--- config.mk ---
export PLATFORM = sky130hd
export DESIGN_NAME = po2_accumulator
export DESIGN_NICKNAME = d
export VERILOG_FILES = /design/src/rtl/po2_pkg.sv /design/src/rtl/po2_saturate.sv /design/src/rtl/po2_accumulator.sv
export SDC_FILE = /design/constraint.sdc
export NUM_CORES = 1
export LEC_CHECK = 0
export BUFFER_PORTS_ARGS = -buffer_cell sky130_fd_sc_hd__buf_2
export CAP_MARGIN = 20
export CORE_MARGIN = 8
export CORE_UTILIZATION = 45
export CTS_CLUSTER_SIZE = 28
export DETAILED_ROUTE_END_ITERATION = 12
export PLACE_DENSITY = 0.79
export SLEW_MARGIN = 20
export SYNTH_ARGS = -nofsm -noshare
export SYNTH_HDL_FRONTEND = slang
export SYNTH_SLANG_ARGS = --single-unit
--- constraint.sdc ---
create_clock -name clk -period 4.9 [get_ports clk]
set_input_delay 0.98 -clock clk [delete_from_list [all_inputs] [get_ports clk]]
set_output_delay 0.98 -clock clk [all_outputs]
set_load 0.03 [all_outputs]
--- src/rtl/po2_pkg.sv ---
// Shared types and default widths for the power-of-two accumulator datapath.
package po2_pkg;

  typedef enum logic [1:0] {ACCUM, BIAS, CLIP, EMIT} po2_acc_state_t;

  localparam int PO2_W = 16;
  localparam int PO2_I = 4;

endpackage

--- src/rtl/po2_saturate.sv ---
// Combinational clip of a wide signed accumulator to W bits, followed by an optional ReLU clamp.
module po2_saturate #(
  parameter int IN_W = 20,
  parameter int W    = 16
) (
  input  logic signed [IN_W-1:0] acc,
  input  logic                   relu_en,
  output logic signed [W-1:0]    result
);

  localparam logic signed [IN_W-1:0] MAX_V = {{(IN_W-W+1){1'b0}}, {(W-1){1'b1}}};
  localparam logic signed [IN_W-1:0] MIN_V = ~MAX_V;

  function automatic logic signed [W-1:0] sat(input logic signed [IN_W-1:0] v);
    if (v > MAX_V)      sat = MAX_V[W-1:0];
    else if (v < MIN_V) sat = MIN_V[W-1:0];
    else                sat = v[W-1:0];
  endfunction

  function automatic logic signed [W-1:0] relu(input logic signed [W-1:0] v, input logic en);
    relu = (en && v[W-1]) ? '0 : v;
  endfunction

  assign result = relu(sat(acc), relu_en);

endmodule

--- src/rtl/po2_accumulator.sv ---
// Sums K signed products plus a bias, saturates to W bits, optionally applies ReLU,
// and hands one activation downstream per row over valid/ready.
module po2_accumulator
  import po2_pkg::*;
#(
  parameter int W     = PO2_W,
  parameter int I     = PO2_I,
  parameter int K     = 4,
  parameter int ACC_W = W + $clog2(K + 1) + 1
) (
  input  logic                clk,
  input  logic                rst_n,
  input  logic signed [W-1:0] in_data,
  input  logic                in_valid,
  output logic                in_ready,
  input  logic signed [W-1:0] bias,
  input  logic                relu_en,
  output logic signed [W-1:0] out_data,
  output logic                out_valid,
  input  logic                out_ready
);

  localparam int               CNT_W    = (K > 1) ? $clog2(K) : 1;
  localparam logic [CNT_W-1:0] CNT_LAST = CNT_W'(K - 1);

  generate
    if (K < 1 || I < 1 || I > W || ACC_W <= W) begin : g_bad_params
      $error("po2_accumulator: illegal parameter combination");
    end
  endgenerate

  function automatic logic signed [ACC_W-1:0] sext(input logic signed [W-1:0] v);
    return {{(ACC_W-W){v[W-1]}}, v};
  endfunction

  po2_acc_state_t          state;
  logic [CNT_W-1:0]        cnt;
  logic signed [ACC_W-1:0] acc;
  logic signed [W-1:0]     sat_r;

  po2_saturate #(
    .IN_W (ACC_W),
    .W    (W)
  ) u_sat (
    .acc     (acc),
    .relu_en (relu_en),
    .result  (sat_r)
  );

  assign in_ready = (state == ACCUM);

  // Row sequencing: accumulate K terms, add bias, clip into the output register, hold until taken.
  always_ff @(posedge clk or negedge rst_n) begin
    if (!rst_n) begin
      state     <= ACCUM;
      cnt       <= '0;
      acc       <= '0;
      out_data  <= '0;
      out_valid <= 1'b0;
    end else begin
      case (state)
        ACCUM: begin
          if (in_valid) begin
            acc <= acc + sext(in_data);
            if (cnt == CNT_LAST) begin
              cnt   <= '0;
              state <= BIAS;
            end else begin
              cnt <= cnt + CNT_W'(1);
            end
          end
        end
        BIAS: begin
          acc   <= acc + sext(bias);
          state <= CLIP;
        end
        CLIP: begin
          out_data  <= sat_r;
          out_valid <= 1'b1;
          state     <= EMIT;
        end
        EMIT: begin
          if (out_ready) begin
            out_valid <= 1'b0;
            acc       <= '0;
            state     <= ACCUM;
          end
        end
        default: state <= ACCUM;
      endcase
    end
  end

endmodule

Word-level counts from Yosys, hierarchy flattened
Index checks and enable logic that the tools add are counted.
{ "classes": {"magnitude_cmp": 2, "add_sub_neg": 3, "n_mux": 13, "eq_ne": 7, "reduce_logical": 8} }
{ "ops": {"columns": ["op", "n"], "rows": [
  ["20-bit one-hot mux with 3 select lines", 1],
  ["16-bit two-way mux", 3],
  ["20-bit by 16-bit adder with 20-bit output", 2],
  ["20-bit two-way mux", 2],
  ["20-bit by 16-bit greater-than comparator with 1-bit output, second input constant", 1],
  ["20-bit by 16-bit less-than comparator with 1-bit output, second input constant", 1],
  ["2-bit two-way mux", 4],
  ["2-bit one-hot mux with 4 select lines", 1],
  ["2-bit == test, second input constant", 3],
  ["3-bit AND reduction", 2],
  ["2-bit != test, second input constant", 2],
  ["2-bit AND reduction", 2],
  ["3-bit nonzero test", 1],
  ["2-bit by 1-bit adder with 2-bit output, second input constant", 1],
  ["2-bit by 1-bit == test with 1-bit output, second input constant", 1],
  ["2-bit logical NOT", 1],
  ["2-bit by 1-bit != test with 1-bit output, second input constant", 1],
  ["1-bit one-hot mux with 2 select lines", 1],
  ["2-bit nonzero test", 1],
  ["1-bit logical AND", 1],
  ["1-bit two-way mux", 1]
]} }
{ "totals": {"ff_bits": 41, "wordCells": 38, "out_inout_bits": 18, "input_bits": 37} }

Longest topological paths before layout
Gate-level depths: netlist of the first run.
{ "logic_depth": {"ltp_word": 5, "ltp_mapped": 15, "depth_no_buf": 13} }

Cells and area by module
Synthesis of the first run repeated with hierarchy kept, for this count alone.
{ "hier_totals": {"hier_cells": 284, "hier_area_um2": 2944.1} }
{ "by_module_without_submodules": {"columns": ["module", "n_inst", "cells_each", "area_per_inst_um2", "seq_area_each_um2"], "rows": [
  ["po2_accumulator", 1, 262, 2781.4, 1026.0],
  ["po2_saturate", 1, 22, 162.7, 0.0]
]} }

Worst setup path before layout of the first run
OpenSTA, ideal clock, no wires.
{ "synth_timing": {"path_kind": "reg2reg", "start": "reg state[1]", "end": "reg acc[19]", "required_time_ns": 4.763, "arrival_time_ns": 3.245, "period_less_slack_ns": 3.382, "slack_ns": 1.518, "n_path_buf": 2, "setup_ns": 0.137, "path_stages_with_launch": 14, "path_cell_list": "dfrtp_1 -> inv_1 -> ha_1 -> clkbuf_1 -> clkbuf_1 -> mux2_2 -> ha_1 -> and3_1 -> a221oi_2 -> o21ai_2 -> a31o_4 -> and4_1 -> a311oi_1 -> nand4_1"} }
{ "synth_between": {"elab_chain_len": 3, "word_cells_on_any_way": 8, "classes_between": "eq/ne: 4; mux: 1; reduce/logical: 3"} }
{ "synth_rtl": {"columns": ["item", "line_no", "text"], "rows": [
  ["start, declared", "po2_accumulator.sv:36", "po2_acc_state_t state;"],
  ["start signal, assigned", "po2_accumulator.sv:55", "state <= ACCUM;"],
  ["start signal, assigned", "po2_accumulator.sv:67", "state <= BIAS;"],
  ["start signal, assigned", "po2_accumulator.sv:75", "state <= CLIP;"],
  ["2-bit == test, or another cell as far along", "po2_accumulator.sv:61", "case (state)"],
  ["2-bit != test (no source line) or 3-bit nonzero test (tied branches)", null, null],
  ["3-bit AND reduction (no source line)", null, null],
  ["end signal, assigned", "po2_accumulator.sv:64", "acc <= acc + sext(in_data);"],
  ["end signal, assigned", "po2_accumulator.sv:74", "acc <= acc + sext(bias);"],
  ["end, declared", "po2_accumulator.sv:38", "logic signed [ACC_W-1:0] acc;"]
]} }
Parallel ways exist; a longest one is shown, timed or not.
A chain may end at the register's enable or synchronous reset.

Final worst setup path of the first run
Same ends and word-level chain as after synthesis.

==> results of run 1 <==
## stage by stage
step                      setup slack [ns]  util (%)  cells
after global placement               1.394     51.09    439
after CTS                            1.294     52.36    447
after global routing                 1.020     52.36    447
after detailed placement             1.282     51.09    439
final                                1.328     52.36    447
after floorplan                      1.518         -    324
## cell usage in the layout, fill, tap and decap left out, types with 2 or more instances in the layout
| cell | instances |
|---|---|
| buf_2 | 54 |
| dfrtp_1 | 41 |
| nand2_1 | 29 |
| inv_1 | 26 |
| ha_1 | 26 |
| o21ai_0 | 23 |
| o21ai_1 | 19 |
| a21oi_1 | 18 |
| o211ai_1 | 17 |
| mux2_2 | 16 |
| nor2_1 | 10 |
| xor2_1 | 10 |
| nor3_1 | 7 |
| xnor2_1 | 6 |
| a21o_1 | 5 |
| o31ai_1 | 5 |
| clkbuf_8 | 5 |
| and3_1 | 4 |
| nor2b_1 | 3 |
| nand3b_1 | 3 |
| nand2b_1 | 3 |
| a211oi_1 | 3 |
| nand4_1 | 3 |
| clkbuf_1 | 3 |
| mux2i_1 | 2 |
| a211o_1 | 2 |
| a31oi_1 | 2 |
| nand3_1 | 2 |
| and4_1 | 2 |
| nor4_1 | 2 |
## layer usage
layer  vias up  global-route usage, %  wire length, um
li1       1250                      -                -
met1      1144                  20.03             3163
met2        46                  25.37             3159
met3         6                  2.550              328
met4         0                  6.179              106
met5         -                      0                0
## layout make-up
| class | instances | area [um^2] | share of cell area [%] |
|---|---|---|---|
| multi-input cells | 239 | 1724 | 52.16 |
| clock buffers | 8 | 80.08 | 2.422 |
| inverters | 27 | 101.3 | 3.066 |
| flip-flops and latches | 41 | 1026 | 31.04 |
| repair buffers | 55 | 277.8 | 8.403 |
| well taps | 77 | 96.34 | 2.914 |
## kinds of logic after synthesis
logic type	after synthesis	synth area share [%]
adders and majority gates	27	11.84
AOI/OAI and AO/OA	106	23.46
DFF	41	35.16
and+or+nand+nor	72	12.14
muxes	18	6.861
buffers and inverters	44	5.746
xor gates and xnor gates	16	4.803
## where the power goes
group          total (W)  internal [W]  switching [W]  leakage [nW]
clock           0.000218      0.000101       0.000117        0.0395
combinational    0.00179      0.000709        0.00108          1.00
sequential      0.000644      0.000508       0.000136         0.511
## sequential cells by signal (all words and copies together), names as in the netlist
name,count
acc,20
state,2
cnt,2
out_valid,1
out_data,16
## worst paths after layout
kind                                 to  slack, ns  cells after the start
min in group asynchronous        acc[5]       0.79                      1
max reg2reg                     acc[19]       1.33                     11
min                              cnt[1]       0.52                      1
max in group asynchronous  out_data[13]       3.55                      1
min reg2reg                      cnt[1]       0.52                      1
max                             acc[19]       1.33                     11
## worst reg2reg max path: cells and delay by family, from the launching register on
kind,cells,cell delay [ns]
fa+ha+maj,2,1.10
compound gates,3,0.76
mux,1,0.49
flops,1,0.40
simple gates,3,0.40
buf+inv,2,0.31
==> results.yml, run 1 <==
clock_network:
  h-tree-depth: 2
  cts_tree: "done"
  cts.sinks: 41
  numCtsBuffers: 5
  clock_latency_ns: 0.30
  cts_hold_buf: 0
  clockRootBuffer: "clkbuf_8"
  ctsLongestPathBuffers: 2
  cts_resized: 0
  cts_setup_buffers: 0
  path_clk_slew_ns: 0.07
worst_hold_path:
  hp-class: "reg2reg"
  min_from: "cnt[1]"
cells_and_area:
  final_area_mm2: 0.003306
  antennaDiodeCount: 0
  layout-drive-gt1-share_pct: 22.16
  fin_nets: 433
  fillers: 595
  area_growth_pct: 13.29
logic_synthesis:
  synth.most_common_cell: "dfrtp_1"
  synth.top_cell.area_share_pct: 35.16
  yosys-top-cells-count: "dfrtp_1, nand2_1, ha_1, inv_1, o21ai_0"
  yosysSeqAreaShare_pct: 35.16
  syn-num-nets: 388
  yosysTopAreaCell: "dfrtp_1"
  synth-edff-count: 0
  ys_ff_latch: 41
  synth_area_leaders: "dfrtp_1, ha_1, mux2_2"
  syn_area_mm2: 0.002918
  synth-async-reset-ratio_pct: 100.0
  syn-instance-count: 324
  yosysWarnings: 0
  synth_flop_cell: "dfrtp_1"
  synth.avg_cell_area_um2: 9.006
  ys_types: 47
timing:
  final_hold_viol_count: 0
  setup_violations: 0
  fin_crit_ns: 3.572
  relSlewSlack_pct: 33.89
  tns_ns: 0
  finClkSkew_ns: 0.005735
  grt_setup_unrepaired: "false"
  whs_ns: 0.5178
  tightest_slew_ns: 0.9851
  finalMaxSlewViolations: 0
  period_share_pct: 72.91
  fmax_ghz: 0.2799
floorplanning:
  rows: 29
  core-area_mm2: 0.006314
  die_y_um: 96.53
  die_w_um: 96.53
  start_util_pct: 46.21
  die_area_mm2: 0.009317
  ioPinCount: 55
grt:
  antenna_found_initial: 0
  track_usage_pct: 15.55
  grt_max_degree: 42
  grt_pass1_wl_mm: 11.58
  grt_overflow: 0
  grt_pass1_vias: 2467
critical_path:
  crit_path_max_incr_delay_ns: 0.66
  crit_path_top_delay_cell: "ha_1"
  worstPathArrival_ns: 3.74
  cp_cell_sequence: "inv_1 -> ha_1 -> mux2i_1 -> inv_1 -> ha_1 -> a21oi_1 -> nor3b_1 -> o31ai_2 -> nor4b_1 -> a311oi_1 -> nand4_1"
  worstSetupPathType: "reg2reg"
  setup.worst_path.start: "state[1]"
  reg2reg_from: "state[1]"
  cp_max_fo: 16
  start_kind: "register"
  crit_buf_inv: 2
  endpoint_kind: "register"
  path_delay_family: "adder cells"
  critPathRequiredTime_ns: 5.07
detailed_routing:
  wl_mm: 6.757
  viasPerCell: 5.472
  dr.pass1.iters: 4
  vias: 2446
  drt-initial-drc-count: 124
  drcViolationCount: 0
  final_antenna_net_count: 0
  wl_per_cell_um: 15.12
power:
  p_per_area_mw_per_mm2: 801.1
  p_leak_nw: 1.554
  peakVddDrop_v: 0.0003734
  p_total_w: 0.002648
flow_run:
  maxCapViolCount: 0
placed_design:
  gp_congestion: 0.9032
  portBuffers: 54
  placed_area_mm2: 0.003226
  hpwlAfterDp_mm: 5.256
run_status:
  outcome: "complete, no violations"
(Power assumes the default switching activity.)
==> run 2, diff against run 1 <==
Clock period 4.9 ns to 3.4 ns, I/O delays scaled along.
==> results.yml, run 2 (same netlist as run 1, synthesis figures left out) <==
power:
  peakVddDrop_v: 0.0004588
  p_total_w: 0.003966
  p_per_area_mw_per_mm2: 1173
  p_leak_nw: 1.589
detailed_routing:
  final_antenna_net_count: 0
  wl_per_cell_um: 15.48
  drt-initial-drc-count: 153
  drcViolationCount: 0
  vias: 2503
  dr.pass1.iters: 4
  wl_mm: 6.965
  viasPerCell: 5.562
clock_network:
  cts_setup_buffers: 0
  path_clk_slew_ns: 0.08
  numCtsBuffers: 5
  cts_tree: "done"
  ctsLongestPathBuffers: 2
  clockRootBuffer: "clkbuf_8"
  cts.sinks: 41
  h-tree-depth: 2
  clock_latency_ns: 0.29
cells_and_area:
  area_growth_pct: 15.91
  fin_nets: 437
  top_register: "acc"
  largestRegisters: "acc x20, out_data x16"
  largest_reg_flops: 20
  layout-drive-gt1-share_pct: 24.40
  layout_common_cells: "buf_2, dfrtp_1, nand2_1"
  fillers: 603
  antennaDiodeCount: 0
  final_common_cell: "buf_2"
timing:
  setup_violations: 0
  relSlewSlack_pct: 34.80
  period_share_pct: 93.70
  finClkSkew_ns: 0.003197
  fmax_ghz: 0.3139
  final_hold_viol_count: 0
  fin_crit_ns: 3.186
  tns_ns: 0
  tightest_slew_ns: 0.9715
  whs_ns: 0.5138
  grt_setup_unrepaired: "false"
  finalMaxSlewViolations: 0
grt:
  grt_pass1_wl_mm: 11.78
  grt_max_degree: 42
  grt_pass1_vias: 2493
  track_usage_pct: 15.82
  antenna_found_initial: 0
  grt_overflow: 0
run_status:
  outcome: "complete, no violations"
floorplanning:
  die_area_mm2: 0.009317
  rows: 29
  die_w_um: 96.53
  die_y_um: 96.53
  core-area_mm2: 0.006314
  ioPinCount: 55
  start_util_pct: 46.21
flow_run:
  maxCapViolCount: 0
critical_path:
  critPathRequiredTime_ns: 3.56
  cp_max_fo: 8
  endpoint_kind: "register"
  worstPathArrival_ns: 3.35
  reg2reg_from: "state[1]"
  r2r-end: "acc[15]"
  r2r_cells: 12
  r2r_slack_ns: 0.21
  worstSetupPathType: "reg2reg"
  start_kind: "register"
worst_hold_path:
  hp-class: "in2async"
placed_design:
  gp_congestion: 0.9182
  hpwlAfterDp_mm: 5.372
  portBuffers: 54
## run 2: changes by cell type in the layout (fill, tap and decap cells not counted)
cell       delta
a21oi_2       +1
bufinv_16     +1
clkinv_2      +1
buf_4         +4
clkbuf_1      -3
ha_1          -1
a221oi_2      -1
a221oi_4      +1
ha_2          +1
a21oi_1       -1
a211oi_2      +1
a211oi_1      -1
## run 2: how the worst max path moves through the flow
| stage | endpoint | start | slack, ns | cells past startpoint |
|---|---|---|---|---|
| after global routing | acc[15] | state[1] | 0.03 | 12 |
| after detailed placement | acc[15] | state[1] | 0.27 | 12 |
| final | acc[15] | state[1] | 0.21 | 12 |
| after global placement | acc[15] | state[1] | 0.36 | 12 |
| after CTS | acc[15] | state[1] | 0.20 | 12 |
| after floorplan | acc[19] | state[1] | 0.02 | 13 |
## run 2: cell type report
type	count	area (um^2)	area share, %
inverter	27	101.3	2.997
sequential	41	1026	30.34
timing repair buffer	59	307.8	9.101
clock inverter	2	35.03	1.036
tap	77	96.34	2.849
multi-input combinational	239	1747	51.65
clock buffer	5	68.82	2.035
## run 2: layer usage
metal | GRT usage (%) | part of all wire, % | up-vias
li1 | - | - | 1254
met1 | 21.84 | 46 | 1162
met2 | 24.35 | 46 | 79
met3 | 2.473 | 6.2 | 8
met4 | 5.801 | 1.7 | 0
met5 | 0 | 0 | -
## run 2: metrics by stage
stage | cell area, um^2 | setup WS (ns) | instances | utilization (%)
2_1_floorplan | 2918 | 0.01766 | 324 | -
6_report | 3382 | 0.2142 | 450 | 53.57
4_1_cts | 3359 | 0.1986 | 450 | 53.21
3_5_place_dp | 3256 | 0.2710 | 443 | 51.57
5_1_grt | 3382 | 0.03402 | 450 | 53.57
3_3_place_gp | 3256 | 0.3583 | 443 | 51.57
## run 2: repair_timing
item | CTS | global route
hold buffers | 0 | 0
gates resized for setup | 0 | 4
endpoints found under the setup margin | 0 | 3
## run 2: critical path, stage by stage (launching register included)
cell      delay (ns)
dfrtp_1         0.40
inv_1           0.10
ha_1            0.17
buf_4           0.18
mux2_2          0.35
ha_1            0.33
and3_1          0.24
a221oi_4        0.30
o21ai_2         0.15
a31o_4          0.28
a311oi_2        0.28
xor2_1          0.19
o21ai_1         0.07
## run 2: power breakdown
part | internal, W | leakage, nW | switching [W]
registers | 0.000732 | 0.511 | 0.000194
clock network | 0.000214 | 0.0540 | 0.000172
logic | 0.00106 | 1.02 | 0.00160
total | 0.00200 | 1.59 | 0.00196
